===== src/rtl/pll_nn_pkg.sv =====
// Shared definitions for the PLL gain-scheduling NN front end: fixed-point
// formats of the NN inputs and the feature-extractor state encoding.
package pll_nn_pkg;

  localparam int unsigned NN_W            = 8;
  localparam int unsigned NOISE_INT_BITS  = 3;
  localparam int unsigned NOISE_FRAC_BITS = 5;
  localparam int unsigned KP_INT_BITS     = 8;
  localparam int unsigned KP_FRAC_BITS    = 0;

  localparam logic [NN_W-1:0] NOISE_MOST_NEG = 8'h80;
  localparam logic [NN_W-1:0] NOISE_MAG_MAX  = 8'h7F;

  typedef enum logic {
    IDLE  = 1'b0,
    ACCUM = 1'b1
  } feat_state_e;

endpackage


===== src/rtl/nn_win_accum.sv =====
// One window-accumulator channel: running sum of unsigned samples, cleared on
// window wrap, with the truncated window mean of (sum + current sample).
module nn_win_accum
  import pll_nn_pkg::*;
#(
  parameter int unsigned LOG2_WIN = 4
) (
  input  logic            clk,
  input  logic            rst_n,
  input  logic            i_clr,
  input  logic            i_add,
  input  logic            i_wrap,
  input  logic [NN_W-1:0] i_data,
  output logic [NN_W-1:0] o_avg
);

  localparam int unsigned ACC_W = NN_W + LOG2_WIN;

  logic [ACC_W-1:0] r_acc;
  logic [ACC_W-1:0] w_sum;

  assign w_sum = r_acc + ACC_W'(i_data);
  // Shift-right by LOG2_WIN as a slice: truncating divide by the window length.
  assign o_avg = w_sum[LOG2_WIN +: NN_W];

  always_ff @(posedge clk or negedge rst_n) begin
    if (!rst_n) begin
      r_acc <= '0;
    end else if (i_clr) begin
      r_acc <= '0;
    end else if (i_add) begin
      r_acc <= i_wrap ? '0 : w_sum;
    end
  end

endmodule


===== src/rtl/nn_feature_avg.sv =====
// Windowed averager producing avgn (mean |phase error|, 3.5) and avgkp
// (mean kp, 8.0) for the NN, delivered through a registered valid/ready port.
module nn_feature_avg
  import pll_nn_pkg::*;
#(
  parameter int unsigned LOG2_WIN = 4
) (
  input  logic            clk,
  input  logic            rst_n,
  input  logic            en,
  input  logic            sample_valid,
  input  logic [NN_W-1:0] noise_in,
  input  logic [NN_W-1:0] kp_in,
  output logic [NN_W-1:0] avgn,
  output logic [NN_W-1:0] avgkp,
  output logic            out_valid,
  input  logic            out_ready,
  output logic            overrun
);

  feat_state_e         r_state;
  logic [LOG2_WIN-1:0] r_cnt;

  logic            w_accept;
  logic            w_wrap;
  logic            w_clr;
  logic [NN_W-1:0] w_mag;
  logic [NN_W-1:0] w_avgn;
  logic [NN_W-1:0] w_avgkp;

  assign w_accept = (r_state == ACCUM) && en && sample_valid;
  assign w_wrap   = w_accept && (r_cnt == '1);
  assign w_clr    = !en || (r_state == IDLE);

  // Saturating magnitude: the most negative code has no positive twin.
  always_comb begin
    w_mag = noise_in;
    if (noise_in == NOISE_MOST_NEG) begin
      w_mag = NOISE_MAG_MAX;
    end else if (noise_in[NN_W-1]) begin
      w_mag = -noise_in;
    end
  end

  nn_win_accum #(.LOG2_WIN(LOG2_WIN)) u_acc_n (
    .clk    (clk),
    .rst_n  (rst_n),
    .i_clr  (w_clr),
    .i_add  (w_accept),
    .i_wrap (w_wrap),
    .i_data (w_mag),
    .o_avg  (w_avgn)
  );

  nn_win_accum #(.LOG2_WIN(LOG2_WIN)) u_acc_k (
    .clk    (clk),
    .rst_n  (rst_n),
    .i_clr  (w_clr),
    .i_add  (w_accept),
    .i_wrap (w_wrap),
    .i_data (kp_in),
    .o_avg  (w_avgkp)
  );

  always_ff @(posedge clk or negedge rst_n) begin
    if (!rst_n) begin
      r_state   <= IDLE;
      r_cnt     <= '0;
      avgn      <= '0;
      avgkp     <= '0;
      out_valid <= 1'b0;
      overrun   <= 1'b0;
    end else begin
      if (!en) begin
        r_state <= IDLE;
        r_cnt   <= '0;
        overrun <= 1'b0;
      end else if (r_state == IDLE) begin
        r_state <= ACCUM;
        r_cnt   <= '0;
      end else if (w_accept) begin
        // Counter wraps to zero naturally on the final sample of a window.
        r_cnt <= r_cnt + 1'b1;
      end

      if (w_wrap) begin
        avgn      <= w_avgn;
        avgkp     <= w_avgkp;
        out_valid <= 1'b1;
        if (out_valid && !out_ready) begin
          overrun <= 1'b1;
        end
      end else if (out_ready) begin
        out_valid <= 1'b0;
      end
    end
  end

endmodule


===== config.mk =====
export PLATFORM = sky130hd
export DESIGN_NAME = nn_feature_avg
export DESIGN_NICKNAME = d
export VERILOG_FILES = /design/src/rtl/pll_nn_pkg.sv /design/src/rtl/nn_win_accum.sv /design/src/rtl/nn_feature_avg.sv
export SDC_FILE = /design/constraint.sdc
export NUM_CORES = 1
export LEC_CHECK = 0
export ABC_AREA = 1
export ABC_CLOCK_PERIOD_IN_PS = 1800
export CELL_PAD_IN_SITES_DETAIL_PLACEMENT = 1
export CELL_PAD_IN_SITES_GLOBAL_PLACEMENT = 2
export CORE_MARGIN = 8
export CORE_UTILIZATION = 29
export CTS_BUF_LIST = sky130_fd_sc_hd__clkbuf_4 sky130_fd_sc_hd__clkbuf_8
export DETAILED_ROUTE_END_ITERATION = 8
export PLACE_DENSITY_LB_ADDON = 0.12
export SLEW_MARGIN = 20
export SYNTH_ARGS = -nofsm -noshare
export SYNTH_HDL_FRONTEND = slang
export SYNTH_HIERARCHICAL = 1
export SYNTH_SLANG_ARGS = --single-unit
export TNS_END_PERCENT = 50

===== constraint.sdc =====
create_clock -name clk -period 1.8 [get_ports clk]
set_clock_uncertainty 0.2 [all_clocks]
set_input_delay 0.27 -clock clk [delete_from_list [all_inputs] [get_ports clk]]
set_output_delay 0.27 -clock clk [all_outputs]
set_load 0.005 [all_outputs]

After elaboration in Yosys (flattened, before gate mapping) --
Index checks and enable logic that the tools add are counted.
Word-level totals: bits in registers 47, bits of input ports 21
Operators by class: bitwise operators 1, reductions and logical operators 9, add/subtract/negate cells 4, eq/ne operators 3, mux-type cells 17
Operators with widths (number):
- 12-bit two-way mux | 6
- 12-bit by 8-bit adder with 12-bit output | 2
- 8-bit two-way mux | 2
- 4-bit two-way mux | 3
- 8-bit equality test (second input constant) | 1
- 8-bit negation | 1
- 1-bit two-way mux | 6
- 4-bit by 1-bit adder with 4-bit output (second input constant) | 1
- 4-bit equality test (second input constant) | 1
- 1-bit logical AND | 4
- 2-bit nonzero test | 2
- 3-bit by 2-bit inequality test with 1-bit output (second input constant) | 1
- 1-bit zero test | 2
- 1-bit logical OR | 1
- 1-bit inverter | 1

Logic depth before layout (Yosys ltp) --
word-level depth 7, depth in mapped cells 18

Modules after synthesis --
Netlist, hierarchy kept.
By module, submodules not included:
- nn_win_accum | seq. area each 300.3 um^2, cells an instance 156, area an instance 1032.2 um^2, instances 2
- nn_feature_avg | seq. area each 575.6 um^2, cells an instance 146, area an instance 1166.1 um^2, instances 1

Worst setup path after synthesis --
Ideal clock, no wire load.
kind input to register, start point in noise_in[0], end point reg avgn[2], setup slack -0.705 ns, setup time 0.116 ns, stages 16, arrival 2.189 ns, required time 1.484 ns, cells stage by stage inv_1 > ha_1 > nand3_1 > inv_1 > nand3_1 > nand2_1 > ha_1 > inv_1 > fa_1 > nor2_1 > nor2_2 > o21ai_2 > nand2_1 > and2_1 > nand2_2 > nand2_1
On the way: word-level cells in the longest chain between the ends 4, elaborated cells on any way between the ends 5, classes of those cells add/sub (2); eq/ne (1); mux (2)
Ends and longest elaborated chain:
- from (decl) | line nn_feature_avg.sv:12 | input logic [NN_W-1:0] noise_in,
- 8-bit negation | line nn_feature_avg.sv:41 | w_mag = -noise_in;
- 8-bit two-way mux | line nn_feature_avg.sv:40 | end else if (noise_in[NN_W-1]) begin
- 8-bit two-way mux (*) | line nn_feature_avg.sv:38 | if (noise_in == NOISE_MOST_NEG) begin
- via w_mag[0] | line nn_feature_avg.sv:27 | logic [NN_W-1:0] w_mag;
- 12-bit by 8-bit adder with 12-bit output (*) | line nn_win_accum.sv:22 | assign w_sum = r_acc + ACC_W'(i_data);
- via w_avgn[2] | line nn_feature_avg.sv:28 | logic [NN_W-1:0] w_avgn;
- to (signal assigned) | line nn_feature_avg.sv:87 | avgn <= w_avgn;
- to (decl) | line nn_feature_avg.sv:14 | output logic [NN_W-1:0] avgn,
The timed path passes the listed nets; every way through them passes the cells marked *. A chain may end at the register's enable or synchronous reset.

Worst setup path after layout --
Same ends and word-level chain as after synthesis.

==> flow_metrics.env <==
export IMPL_outcome="complete, but fails checks"
export IMPL_violations="negative setup slack"
export IMPL_final_cells=702
export IMPL_finalCritPeriodShare_pct=117
export IMPL_p_comb_share_pct=20.3
export IMPL_synthDistinctLibCells=33
export IMPL_critPathTopFamily="simple AND/OR/NAND/NOR gates"
export IMPL_met1_usage_pct=19.1
export IMPL_ys_seq_area_share_pct=36.4
export IMPL_rrSetupSlack_ns=-0.17
export IMPL_rows=38
export IMPL_cp_slowest_cell="fa_2"
export IMPL_diodes=0
export IMPL_ir_drop_v=0.000305
export IMPL_critical_path_cell_count=17
export IMPL_synth_edf_count=0
export IMPL_gp_congestion=0.762
export IMPL_cp_cell_sequence="buf_8 -> inv_12 -> ha_4 -> nand3_4 -> inv_2 -> nand3_4 -> nand2_4 -> ha_4 -> inv_2 -> fa_2 -> nor2_4 -> nor2_4 -> o21ai_2 -> nand2_1 -> and2_4 -> nand2_2 -> nand2_1"
export IMPL_p_sw_share_pct=28.0
export IMPL_slowest_delay_ns=0.37
export IMPL_crit_end="avgn[2]"
export IMPL_p_per_area_mw_per_mm2=496
export IMPL_final_setup_viol_count=26
export IMPL_p_seq_share_pct=45.2
export IMPL_syn_to_final_growth_pct=49.9
export IMPL_syn_nets=499
export IMPL_holdWs_ns=0.190
export IMPL_p_switching_mw=0.672
export IMPL_hpwlAfterDp_um=7560
export IMPL_p_clk_share_pct=34.5
export IMPL_drv_cap=0
export IMPL_synth_cells=458
export IMPL_placed_cell_area_mm2=0.00429
export IMPL_final_cell_area_mm2=0.00484
export IMPL_hold_viol=0
export IMPL_clkSinkCount=47
export IMPL_synth_seq_cells=47
export IMPL_layout_common_cells="166 x nand2_1, 56 x buf_4, 47 x dfrtp_1, 41 x inv_1, 27 x clkdlybuf4s50_1"
export IMPL_grt_antenna_before_repair=0
export IMPL_core_area_mm2=0.0108
export IMPL_port_buffers=38
export IMPL_cp_buffers_inverters=4
export IMPL_clk_pin_slew_ns=0.10
export IMPL_ctsRootBufferMaster="clkbuf_8"
export IMPL_slew_violations=0
export IMPL_firstDrtPassIters=4
export IMPL_drt_vias_per_instance=4.58
export IMPL_p_int_mw=1.73
export IMPL_yosys_most_used_dff="dfrtp_1"
export IMPL_finalSetupTns_ns=-4.17
export IMPL_maxClockFrequency_mhz=477
export IMPL_grt_met2_usage_pct=22.0
export IMPL_cp_arrival_ns=2.11
export IMPL_crit_required_ns=1.81
export IMPL_r2r_cells=10
export IMPL_cts_tree="built"
export IMPL_htreeDepth=2
export IMPL_multi_input_area_mm2=0.00224
export IMPL_drive_gt1_share_pct=32.6
export IMPL_hold_path_depth=3
export IMPL_r2r_end="avgkp[2]"
export IMPL_grt_ovfl_total=0
export IMPL_numCtsBuffers=5
export IMPL_syn_area_per_cell_um2=7.05
export IMPL_critPathCaptureType="register"
export IMPL_seqCellArea_mm2=0.00118
export IMPL_critPathLaunchType="input port"
export IMPL_grt_pass1_wl_um=16800
export IMPL_layout_setup_ws_ns=-0.297
export IMPL_max_slew_margin_rel_pct=75.8
export IMPL_pre_cts_ws_ns=-1.22
export IMPL_vias=3216
export IMPL_clock_latency_ns=0.31
export IMPL_rsz0062_at_grt="yes"
export IMPL_placed_cells=685
export IMPL_hold_path_class="in2reg"
export IMPL_crit_type="in2reg"
export IMPL_final_min_clock_period_ns=2.10
export IMPL_die_w_um=122
export IMPL_synth_area_mm2=0.00323
export IMPL_routed_wl_um=9750
export IMPL_grt_met3_usage_pct=3.38
export IMPL_ys_async_sr_fraction_pct=100
export IMPL_report_power_total_mw=2.40
export IMPL_worstMarginPinSlew_ns=0.362
export IMPL_drt_iter0_markers=126
export IMPL_die_h_um=122
export IMPL_fillCellCount=1355
export IMPL_ioPinCount=39
export IMPL_cts_path_max_buffers=2
export IMPL_final_common_cell="nand2_1"
export IMPL_leakage_nw=2.53
export IMPL_r2r_start="u_acc_k/r_acc[0]"
export IMPL_utilization_pct=44.7
export IMPL_track_usage_pct=14.0
export IMPL_cp_max_fo=6
export IMPL_busiest_layer="met2"
export IMPL_die_area_mm2=0.0148
export IMPL_grt_pass1_vias=3513
export IMPL_wl_per_cell_um=13.9
export IMPL_final_nets=602
export IMPL_drc_errors=0
export IMPL_synth_warnings=6
export IMPL_initial_core_util_pct=29.8
export IMPL_final_antenna_net_count=0
export IMPL_crit_start="noise_in[0]"
export IMPL_grt_start_max_net_pins=48
==> worst min-delay path by stage <==
stage / from / to / slack, ns
final: kp_in[0] / u_acc_k/r_acc[0] / 0.19
after detailed placement: rst_n / u_acc_n/r_acc[11] / 0.09
after CTS: rst_n / avgn[5] / 0.27
after global routing: kp_in[0] / u_acc_k/r_acc[0] / 0.19
after global placement: rst_n / u_acc_n/r_acc[11] / 0.08
after floorplan: rst_n / avgkp[0] / -0.23
==> cell usage after synthesis, types with 2 or more instances <==
cell type	n	area [um2]
nand2_1	184	691
inv_1	51	191
dfrtp_1	47	1180
nor2_1	35	131
nand3_1	32	160
ha_1	18	225
nand2_2	12	75.1
o21ai_0	12	60.1
and2_1	9	56.3
nand4_1	8	50.1
xor2_1	7	61.3
a21oi_1	6	30.0
nand3b_1	4	30.0
nor2_2	4	25.0
a21o_1	2	15.0
a22o_1	2	17.5
clkbuf_1	2	7.51
clkinv_1	2	7.51
fa_1	2	40.0
inv_2	2	7.51
nand3_2	2	20.0
o21ai_2	2	17.5
or2_1	2	12.5
xor2_2	2	32.5
==> final cells by class <==
class / count / share of cell area (%)
clock buffer: 5 / 1.42
clock inverter: 3 / 0.982
inverter: 56 / 4.96
multi-input combinational: 350 / 46.2
sequential: 47 / 24.3
tap: 140 / 3.62
timing repair buffer: 101 / 18.5
==> cell families after synthesis <==
family | share of synthesized area (%)
compound gates | 4.73
xor+xnor | 2.90
fa+ha+maj | 8.21
buf+inv | 7.90
flops | 36.4
simple gates | 39.9
==> power by group through the flow <==
| stage | logic, mW | registers, mW | clock network [mW] |
|---|---|---|---|
| CTS | 0.462 | 1.09 | 0.872 |
| global route | 0.544 | 1.09 | 0.925 |
| finish | 0.489 | 1.09 | 0.829 |
| global placement | 0.416 | 1.10 | 0 |
| floorplan | 0.199 | 1.11 | 0 |
| detailed placement | 0.422 | 1.11 | 0 |
==> repair_timing <==
action	4_1_cts	5_1_grt
setup buffers	3	5
hold buffers	1	0
gates resized for setup	71	52
endpoints found under the hold margin	47	0
endpoints found under the setup margin	38	40
pin swaps	26	21
==> layer usage <==
metal | vias up | share of wire (%)
met5 | - | 0
met4 | 0 | 0.70
met3 | 4 | 3.7
met2 | 47 | 45
met1 | 1539 | 51
li1 | 1626 | -
==> registers in the layout, indices dropped and copies added, names as in the netlist <==
signal / count
u_acc_k/r_acc: 12
u_acc_n/r_acc: 12
avgkp: 8
avgn: 8
r_cnt: 4
out_valid: 1
overrun: 1
r_state: 1
==> tightest hold or removal path, cell delays in order <==
cell and delay, ns:
dlymetal6s2s_1 0.12, ha_2 0.17, a22o_1 0.11
(Power assumes the default switching activity.)
